## config.mk

```make
export PLATFORM = sky130hd
export DESIGN_NAME = obi_wb_bridge_pipelined
export DESIGN_NICKNAME = d
export VERILOG_FILES = /design/src/rtl/obi_wb_bridge_pipelined.sv
export SDC_FILE = /design/constraint.sdc
export NUM_CORES = 1
export LEC_CHECK = 0
export CORE_MARGIN = 2
export CORE_UTILIZATION = 41
export CTS_CLUSTER_DIAMETER = 40
export CTS_CLUSTER_SIZE = 12
export DETAILED_ROUTE_END_ITERATION = 8
export GPL_ROUTABILITY_DRIVEN = 0
export PLACE_DENSITY = 0.77
export SLEW_MARGIN = 20
export SYNTH_ARGS = -nofsm -noshare
export SYNTH_HDL_FRONTEND = slang
export SYNTH_SLANG_ARGS = --single-unit
```

## constraint.sdc

```tcl
create_clock -name clk_i -period 3.7 [get_ports clk_i]
set_clock_uncertainty 0.15 [all_clocks]
set_input_delay 1.11 -clock clk_i [delete_from_list [all_inputs] [get_ports clk_i]]
set_output_delay 1.11 -clock clk_i [all_outputs]
set_load 0.05 [all_outputs]
```

## src/rtl/obi_wb_bridge_pipelined.sv

```systemverilog
// OBI slave to Wishbone B4 pipelined master bridge: up to MAX_OUTSTANDING transfers
// in flight, in-order responses, and a cycle timeout that flushes hung transfers.
module obi_wb_bridge_pipelined #(
    parameter int unsigned       ADDR_W          = 32,
    parameter int unsigned       DATA_W          = 32,
    parameter int unsigned       MAX_OUTSTANDING = 2,
    parameter logic [ADDR_W-1:0] ADDR_MASK       = 32'h000F_FFFF,
    parameter int unsigned       TIMEOUT_CYCLES  = 255
) (
    input  logic                clk_i,
    input  logic                rst_ni,
    input  logic                en_i,
    input  logic                obi_req_i,
    output logic                obi_gnt_o,
    input  logic [ADDR_W-1:0]   obi_addr_i,
    input  logic                obi_we_i,
    input  logic [DATA_W/8-1:0] obi_be_i,
    input  logic [DATA_W-1:0]   obi_wdata_i,
    output logic                obi_rvalid_o,
    output logic [DATA_W-1:0]   obi_rdata_o,
    output logic                obi_err_o,
    output logic [ADDR_W-1:0]   wb_adr_o,
    output logic [DATA_W-1:0]   wb_dat_o,
    input  logic [DATA_W-1:0]   wb_dat_i,
    output logic                wb_we_o,
    output logic [DATA_W/8-1:0] wb_sel_o,
    output logic                wb_stb_o,
    output logic                wb_cyc_o,
    input  logic                wb_stall_i,
    input  logic                wb_ack_i,
    input  logic                wb_err_i,
    output logic                timeout_o
);
    localparam int unsigned BE_W = DATA_W / 8;
    localparam int unsigned CW   = $clog2(MAX_OUTSTANDING + 1) + 1;
    localparam int unsigned PW   = (MAX_OUTSTANDING > 1) ? $clog2(MAX_OUTSTANDING) : 1;
    localparam int unsigned TW   = (TIMEOUT_CYCLES > 0) ? $clog2(TIMEOUT_CYCLES + 1) : 1;
    localparam logic [CW-1:0] MAX_INF  = CW'(MAX_OUTSTANDING);
    localparam logic [TW-1:0] TMO_MAX  = TW'(TIMEOUT_CYCLES);
    localparam logic [PW-1:0] PTR_LAST = PW'(MAX_OUTSTANDING - 1);

    typedef enum logic [1:0] {IDLE = 2'd0, ACTIVE = 2'd1, FLUSH = 2'd2} state_e;

    state_e                     state_q, state_d;
    logic                       stb_q, stb_d;
    logic [ADDR_W-1:0]          adr_q, adr_d;
    logic [DATA_W-1:0]          dat_q, dat_d;
    logic                       we_q, we_d;
    logic [BE_W-1:0]            sel_q, sel_d;
    logic [CW-1:0]              cnt_q, cnt_d;
    logic [CW-1:0]              flush_q, flush_d;
    logic [TW-1:0]              tmo_q, tmo_d;
    logic [MAX_OUTSTANDING-1:0] we_fifo_q, we_fifo_d;
    logic [PW-1:0]              wr_ptr_q, wr_ptr_d;
    logic [PW-1:0]              rd_ptr_q, rd_ptr_d;
    logic                       rvalid_q, rvalid_d;
    logic [DATA_W-1:0]          rdata_q, rdata_d;
    logic                       err_q, err_d;
    logic                       timeout_q, timeout_d;

    logic          accept, resp, abort, gnt, cyc;
    logic [CW-1:0] inflight;

    always_comb begin
        accept   = stb_q & ~wb_stall_i;
        resp     = (wb_ack_i | wb_err_i) & (cnt_q != '0) & (state_q == ACTIVE);
        inflight = cnt_q + CW'(stb_q);
        cyc      = (state_q == ACTIVE) & (stb_q | (cnt_q != '0));
        // A response or acceptance on the expiry cycle proves the bus is alive.
        abort    = (TIMEOUT_CYCLES != 0) && (state_q == ACTIVE) && (tmo_q == TMO_MAX)
                   && !resp && !accept;
        gnt      = rst_ni & obi_req_i & en_i & (state_q != FLUSH) & (inflight < MAX_INF)
                   & (~stb_q | ~wb_stall_i) & ~abort;

        state_d   = state_q;
        stb_d     = stb_q;
        adr_d     = adr_q;
        dat_d     = dat_q;
        we_d      = we_q;
        sel_d     = sel_q;
        cnt_d     = cnt_q;
        flush_d   = flush_q;
        we_fifo_d = we_fifo_q;
        wr_ptr_d  = wr_ptr_q;
        rd_ptr_d  = rd_ptr_q;
        rvalid_d  = 1'b0;
        rdata_d   = '0;
        err_d     = 1'b0;
        timeout_d = 1'b0;

        if (gnt) begin
            stb_d = 1'b1;
            adr_d = obi_addr_i & ADDR_MASK;
            dat_d = obi_wdata_i;
            we_d  = obi_we_i;
            sel_d = obi_be_i;
        end else if (accept) begin
            stb_d = 1'b0;
        end

        // The direction of each accepted transfer is queued so its response can be decoded.
        if (accept) begin
            we_fifo_d[wr_ptr_q] = we_q;
            wr_ptr_d = (wr_ptr_q == PTR_LAST) ? '0 : wr_ptr_q + PW'(1);
        end
        if (resp) begin
            rd_ptr_d = (rd_ptr_q == PTR_LAST) ? '0 : rd_ptr_q + PW'(1);
            rvalid_d = 1'b1;
            err_d    = wb_err_i;
            rdata_d  = (wb_err_i | we_fifo_q[rd_ptr_q]) ? '0 : wb_dat_i;
        end

        if (accept && !resp)      cnt_d = cnt_q + CW'(1);
        else if (resp && !accept) cnt_d = cnt_q - CW'(1);

        if (!cyc || resp || accept) tmo_d = '0;
        else                        tmo_d = tmo_q + TW'(1);

        case (state_q)
            IDLE: begin
                if (gnt) state_d = ACTIVE;
            end
            ACTIVE: begin
                if (abort) begin
                    state_d   = FLUSH;
                    timeout_d = 1'b1;
                    stb_d     = 1'b0;
                    cnt_d     = '0;
                    flush_d   = inflight;
                    wr_ptr_d  = '0;
                    rd_ptr_d  = '0;
                    tmo_d     = '0;
                end else if (cnt_d == '0 && !stb_d) begin
                    state_d = IDLE;
                end
            end
            FLUSH: begin
                rvalid_d = 1'b1;
                err_d    = 1'b1;
                if (flush_q <= CW'(1)) begin
                    flush_d = '0;
                    state_d = IDLE;
                end else begin
                    flush_d = flush_q - CW'(1);
                end
            end
            default: state_d = IDLE;
        endcase
    end

    always_ff @(posedge clk_i or negedge rst_ni) begin
        if (!rst_ni) begin
            state_q   <= IDLE;
            stb_q     <= 1'b0;
            adr_q     <= '0;
            dat_q     <= '0;
            we_q      <= 1'b0;
            sel_q     <= '0;
            cnt_q     <= '0;
            flush_q   <= '0;
            tmo_q     <= '0;
            we_fifo_q <= '0;
            wr_ptr_q  <= '0;
            rd_ptr_q  <= '0;
            rvalid_q  <= 1'b0;
            rdata_q   <= '0;
            err_q     <= 1'b0;
            timeout_q <= 1'b0;
        end else begin
            state_q   <= state_d;
            stb_q     <= stb_d;
            adr_q     <= adr_d;
            dat_q     <= dat_d;
            we_q      <= we_d;
            sel_q     <= sel_d;
            cnt_q     <= cnt_d;
            flush_q   <= flush_d;
            tmo_q     <= tmo_d;
            we_fifo_q <= we_fifo_d;
            wr_ptr_q  <= wr_ptr_d;
            rd_ptr_q  <= rd_ptr_d;
            rvalid_q  <= rvalid_d;
            rdata_q   <= rdata_d;
            err_q     <= err_d;
            timeout_q <= timeout_d;
        end
    end

    assign obi_gnt_o    = gnt;
    assign obi_rvalid_o = rvalid_q;
    assign obi_rdata_o  = rdata_q;
    assign obi_err_o    = err_q;
    assign wb_adr_o     = adr_q;
    assign wb_dat_o     = dat_q;
    assign wb_we_o      = we_q;
    assign wb_sel_o     = sel_q;
    assign wb_stb_o     = stb_q;
    assign wb_cyc_o     = cyc;
    assign timeout_o    = timeout_q;

endmodule

```

# == Word-level counts from Yosys, hierarchy flattened ==
# Index checks and enable logic that the tools add are counted.
# W data, S select, Z words.
# totals
ff_bits,113
in_bits,108
output_inout_bits,107
wordCells,112
# classes
add_sub_neg,7
magnitude_cmp,5
n_eq_ne,8
muxes,40
n_bitwise,17
reduce_logical,19
# ops
cell,count
$mux W32,2
$mux W8,3
$mux W1,21
$mux W3,6
$and A1 B1 Y1,10
$add A8 B1 Y8 const B,1
$eq A8 B8 Y1 const B,1
$mux W2,4
$ne A2 B2 Y1 const B,4
$logic_and A1 B1 Y1,7
$pmux W2 S3,1
$pmux W3 S2,1
$sub A3 B1 Y3 const B,2
$logic_not A1 Y1,4
$lt A1 B2 Y1 const B,2
$or A1 B1 Y1,4
$add A3 B1 Y3,1
$add A3 B1 Y3 const B,1
$le A3 B1 Y1 const B,1
$logic_not A3 Y1,1
$lt A3 B2 Y1 const B,1
$ne A3 B2 Y1 const B,1
$not A1 Y1,3
$reduce_and A3 Y1,1
other kinds (11),13

# == Longest topological paths before layout ==
# Gate-level depths: netlist of the first run.
# depth
depth_word,14
depth_mapped,9
ltp_nobuf,7

# == Worst setup path after synthesis of the first run ==
# OpenSTA, ideal clock, no wires.
# synth_timing
path_type,register -> output
from,register stb_q (netlist: wb_stb_o)
to,output obi_gnt_o
t_arrival_ns,2.192
t_required_ns,2.440
slack_ns,0.248
path_stages_with_launch,9
n_path_buf,2
path_cell_list,dfrtp_1 ha_1 ha_1 nand4b_1 nor3b_1 nand2_1 nor2_4 buf_6 buf_6
# synth_between
elab_chain_len,5
elab_cells_between_ends,11
classes_between,1 x add/sub; 1 x order compare; 7 x bitwise; 2 x reduce/logical
# synth_lines
item,line,source
from (decl),45,"logic stb_q, stb_d;"
from (signal assigned),171,stb_q <= stb_d;
$add A3 B1 Y3 or $and A1 B1 Y1 (tied branches),"67, 65",
$lt A3 B2 Y1 or $logic_not A1 Y1 (tied branches),"72, 71",
$and A1 B1 Y1 or $logic_and A1 B1 Y1 (tied branches),"72, 71",
$and A1 B1 Y1 or $not A1 Y1 (tied branches),73,& (~stb_q | ~wb_stall_i) & ~abort;
$and A1 B1 Y1 *,73,
to (decl),14,"output logic obi_gnt_o,"
# Every way passes the cells marked *; elsewhere a longest branch is shown, timed or not.

# == Worst setup path in the final report of the first run ==
# layout_timing
from,input en_i
to,output obi_gnt_o
# layout_between
elab_chain_len,5
# layout_lines
item,line,source
from (decl),12,"input logic en_i,"
$and A1 B1 Y1 (3 in a row),72,gnt = rst_ni & obi_req_i & en_i & (state_q != FLUSH) & (inflight < MAX_INF)
$and A1 B1 Y1 (2 in a row),73,
# No other way between the ends.

==> results.txt, run 1 <==
- Fraction of power spent switching nets: around 40%
- Via count: 3,291
* R2R Path Start: wb_stb_o
* Number of global-route vias before repair: 3,489
- Number of endpoints with negative hold slack in the final report: 0
- Combinational share of power: 45.5%
* Synth unique cells: 47
- Clock network latency to the later pin of the worst-skew pair: approximately 0.40 ns
* Switch Pwr: 0.002504 W
- For the final routed database, the setup TNS stands at 0 ns.
* Remaining antenna violation count after routing: 0
- Status: finished clean
- Placement Rows: 38
- In the routed layout, each cell is associated on average with a via count of 4.715.
- EDFF count, synth: 0
- Leaving out fill and tap cells, the most frequent cell in the layout is sky130_fd_sc_hd__clkdlybuf4s50_1.
- Leakage power summed over all cells: 3.282 nW
- TritonCTS clock tree: yes
- Fill cells in the final layout number about 800.
- Power per cell area: 857.2 mW/mm2
- Largest net degree at the start of global routing: 73
- Category of the most critical setup path: in -> out
- The worst register-to-register path has a setup slack of ~0.86 ns.
- Global routing finished with a remaining overflow of 0.
- Once detailed placement completed, the half-perimeter wirelength came to 8135 um.
- Buffers inserted to repair hold after CTS numbered 0.
- Cell Count Post-Placement: 665
- Mean instance size in the synthesized netlist: about 14 um2
* Overall routed net length: 11,270 um
* Post-layout instance area: 0.007337 mm2
- Number of sinks on the clock net: 113
- Worst hold path depth: 1
* CP Launch Type: input port
* Synthesis-to-layout area growth: 57.47%
- Final routed wire length divided by cell count: about 16 um
* Cell internal pwr: 0.003785 W
* Global-route wire length before repair: 18,460 um
- Across all setup checks in the final design, the least slack found is 0.06906 ns.
- The number of max-slew violations in the final report was 0.
- Period minus WS final: 3.631 ns
* Setup violation total in the final timing report: 0
* Clock root cell: sky130_fd_sc_hd__clkbuf_16
* Post-detailed-route DRC marker count: 0
- In this run, synthesis produced a sequential element count of around 110.
- X dimension of the die: about 110 um
- No sink is reached through more buffers than the 2 on the longest clock path.
- R2R Path End: wb_adr_o[12]
* Worst slack, placed: -0.01931 ns
- DIE AREA: 0.01223 mm2
- Hold crit path type: reg -> reg
- H-tree levels: 4
- Slew @ Worst Pin: about 0.89 ns
* Most used cells in the layout excluding fill and tap cells: 187 x sky130_fd_sc_hd__clkdlybuf4s50_1, 113 x sky130_fd_sc_hd__dfrtp_1, 40 x sky130_fd_sc_hd__mux2_2, 32 x sky130_fd_sc_hd__and2_1
- Worst stage delay on the critical path: 0.46 ns
- Vertical die dimension: 110.6 um
- Clock buffer count from CTS: 17
- The tool flagged a number of max-cap violations equal to 0.
- In the global route stage, overall resource usage came out at 19.38%.
- Input and output buffers added on the ports amount to 190.
- Largest fanout of any net on the critical path: 2
* Post-synthesis async set-or-reset flop share: 100.0%
* Synthesized instance count: around 340
* Terminating pin of the worst hold path: wb_adr_o[9]
- Starting density of the core: 42.42%
* Sequential cell fraction of total power: 29.6%
* First drt pass iteration count: 4
- In this run the cell area of the synthesized design comes to 0.004659 mm2.
- The worst hold path begins at wb_adr_o[9].
- Final Instance Count excl. Fillers: about 700
- For the worst setup path, the data required time is approximately 2.4 ns.
* Net count reported at finish: 663
- Maximum VDD drop: approximately 0.7 mV
- In the synthesized netlist the dominant register cell turns out to be sky130_fd_sc_hd__dfrtp_1.
* Ratio of cells with drive above 1 in the final layout: between 10% and 20%
- The critical path contains buffers and inverters numbering 2 combined.
- For this block, the initial DRC count from the detailed router was 101.
- Headroom to the max-slew limit came out at 40.38%.
* Sequential share of the synthesized area: approximately three fifths
- In this design, the largest share of critical-path delay is due to simple AND/OR/NAND/NOR gates.
- During synthesis, Yosys emitted a total of 0 warnings.
- Relative contribution of the clock network to total power: 24.9%
- Data arrives at the worst endpoint at 2.37 ns.
* Worst reg-to-reg path cell count: 9
- Static timing analysis puts the maximum clock frequency at 275.4 MHz.
* Number of antenna violations at the first check in global routing: 1
- STA classifies the critical path endpoint as a primary output.
- The slowest stage of the critical path is the sky130_fd_sc_hd__clkdlybuf4s50_1 cell.
- Cell area after placement: 0.006729 mm2
- Core region area: 0.01098 mm2
- # IOs: 215
- In the finished design, the share of the clock period the worst path needs comes to 98.13%.
* Critical Path, Cell by Cell: clkdlybuf4s50_1, nand4b_1, nor3b_2, nand2_1, nor2_4, buf_12
* Clock transition at the registers of the reported paths: 0.05 ns
-- how the worst max path moves through the flow --
stage | depth (start not counted) | end | start
global placement | 6 | obi_gnt_o | en_i
floorplan | 8 | obi_gnt_o | wb_stb_o
CTS | 5 | wb_cyc_o | cnt_q[0]
global route | 6 | obi_gnt_o | en_i
detailed placement | 6 | obi_gnt_o | en_i
finish | 6 | obi_gnt_o | en_i
-- per-stage QoR --
| step | hold WS, ns | utilization [%] | total power [W] |
|---|---|---|---|
| floorplan | 0.3049 | - | 0.003735 |
| global placement | 0.3187 | 61.27 | 0.004683 |
| detailed placement | 0.3446 | 61.27 | 0.004745 |
| CTS | 0.3556 | 66.67 | 0.006360 |
| global route | 0.3666 | 66.78 | 0.006584 |
| finish | 0.3503 | 66.80 | 0.006289 |
-- synthesized netlist by cell type (all sizes together) (5+ instances only) --
library cell | count | area (um2)
a21oi | 5 | 25.02
and2 | 32 | 200.2
buf | 20 | 148.9
dfrtp | 113 | 2828
ha | 10 | 125.1
inv | 10 | 37.54
mux2 | 59 | 735.7
nand2 | 9 | 33.78
nand2b | 5 | 31.28
nand3 | 6 | 47.55
nor2 | 20 | 82.58
xnor2 | 7 | 61.31
-- registers in the layout (all words and copies together), names as in the netlist --
name / count
wb_dat_o: 32
state_q: 2
tmo_q: 8
wb_we_o: 1
obi_rdata_o: 32
wb_stb_o: 1
obi_err_o: 1
cnt_q: 3
rd_ptr_q: 1
obi_rvalid_o: 1
flush_q: 3
we_fifo_q: 2
wr_ptr_q: 1
wb_sel_o: 4
wb_adr_o: 20
timeout_o: 1
-- layer usage --
| layer | part of all wire [%] | track usage, % |
|---|---|---|
| met1 | 39 | 21.89 |
| met2 | 52 | 32.76 |
| met4 | 1.7 | 6.833 |
| met3 | 7.5 | 8.397 |
| met5 | 0 | 0 |
-- logic make-up after synthesis --
kind of cell / after synthesis / synth area share (%)
multiplexers: 61 / 16.22
flip-flops: 113 / 60.69
XOR/XNOR: 11 / 2.068
other: 1 / 0.08048
adder cells (fa/ha/maj): 10 / 2.685
AO/OA/AOI/OAI: 22 / 3.384
buffers and inverters: 34 / 4.323
AND/OR/NAND/NOR: 85 / 10.55
-- cell type report --
class                           count  area, um2  area share (%)
Inverter                           10      37.54          0.5116
Sequential cell                   113       2828           38.54
Clock inverter                      4      45.04          0.6139
Timing Repair Buffer              202       2014           27.46
Tap cell                          140      175.2           2.387
Clock buffer                       27      543.0           7.401
Antenna cell                        1      2.502         0.03411
Multi-Input combinational cell    201       1692           23.06
-- repair_timing --
item / CTS / global route
pin swaps: 0 / 1
gates resized for setup: 1 / 2
endpoints found under the hold margin: 0 / 0
endpoints found under the setup margin: 1 / 2
buffers inserted: 0 / 1
-- power groups by stage --
stage / Combinational [W] / Clock, W / Sequential (W)
floorplan: 0.000693 / 0 / 0.00304
global placement: 0.00284 / 0 / 0.00185
detailed placement: 0.00287 / 0 / 0.00188
CTS: 0.00289 / 0.00161 / 0.00187
global route: 0.00299 / 0.00168 / 0.00192
finish: 0.00286 / 0.00157 / 0.00186
Power figures use the tool's default switching activity.
==> run 2: changes to the inputs <==
SKIP_LAST_GASP = 1   (was default)
==> results of run 2 <==
Same layout as run 1: the final DEF is identical, and so are final timing and power.
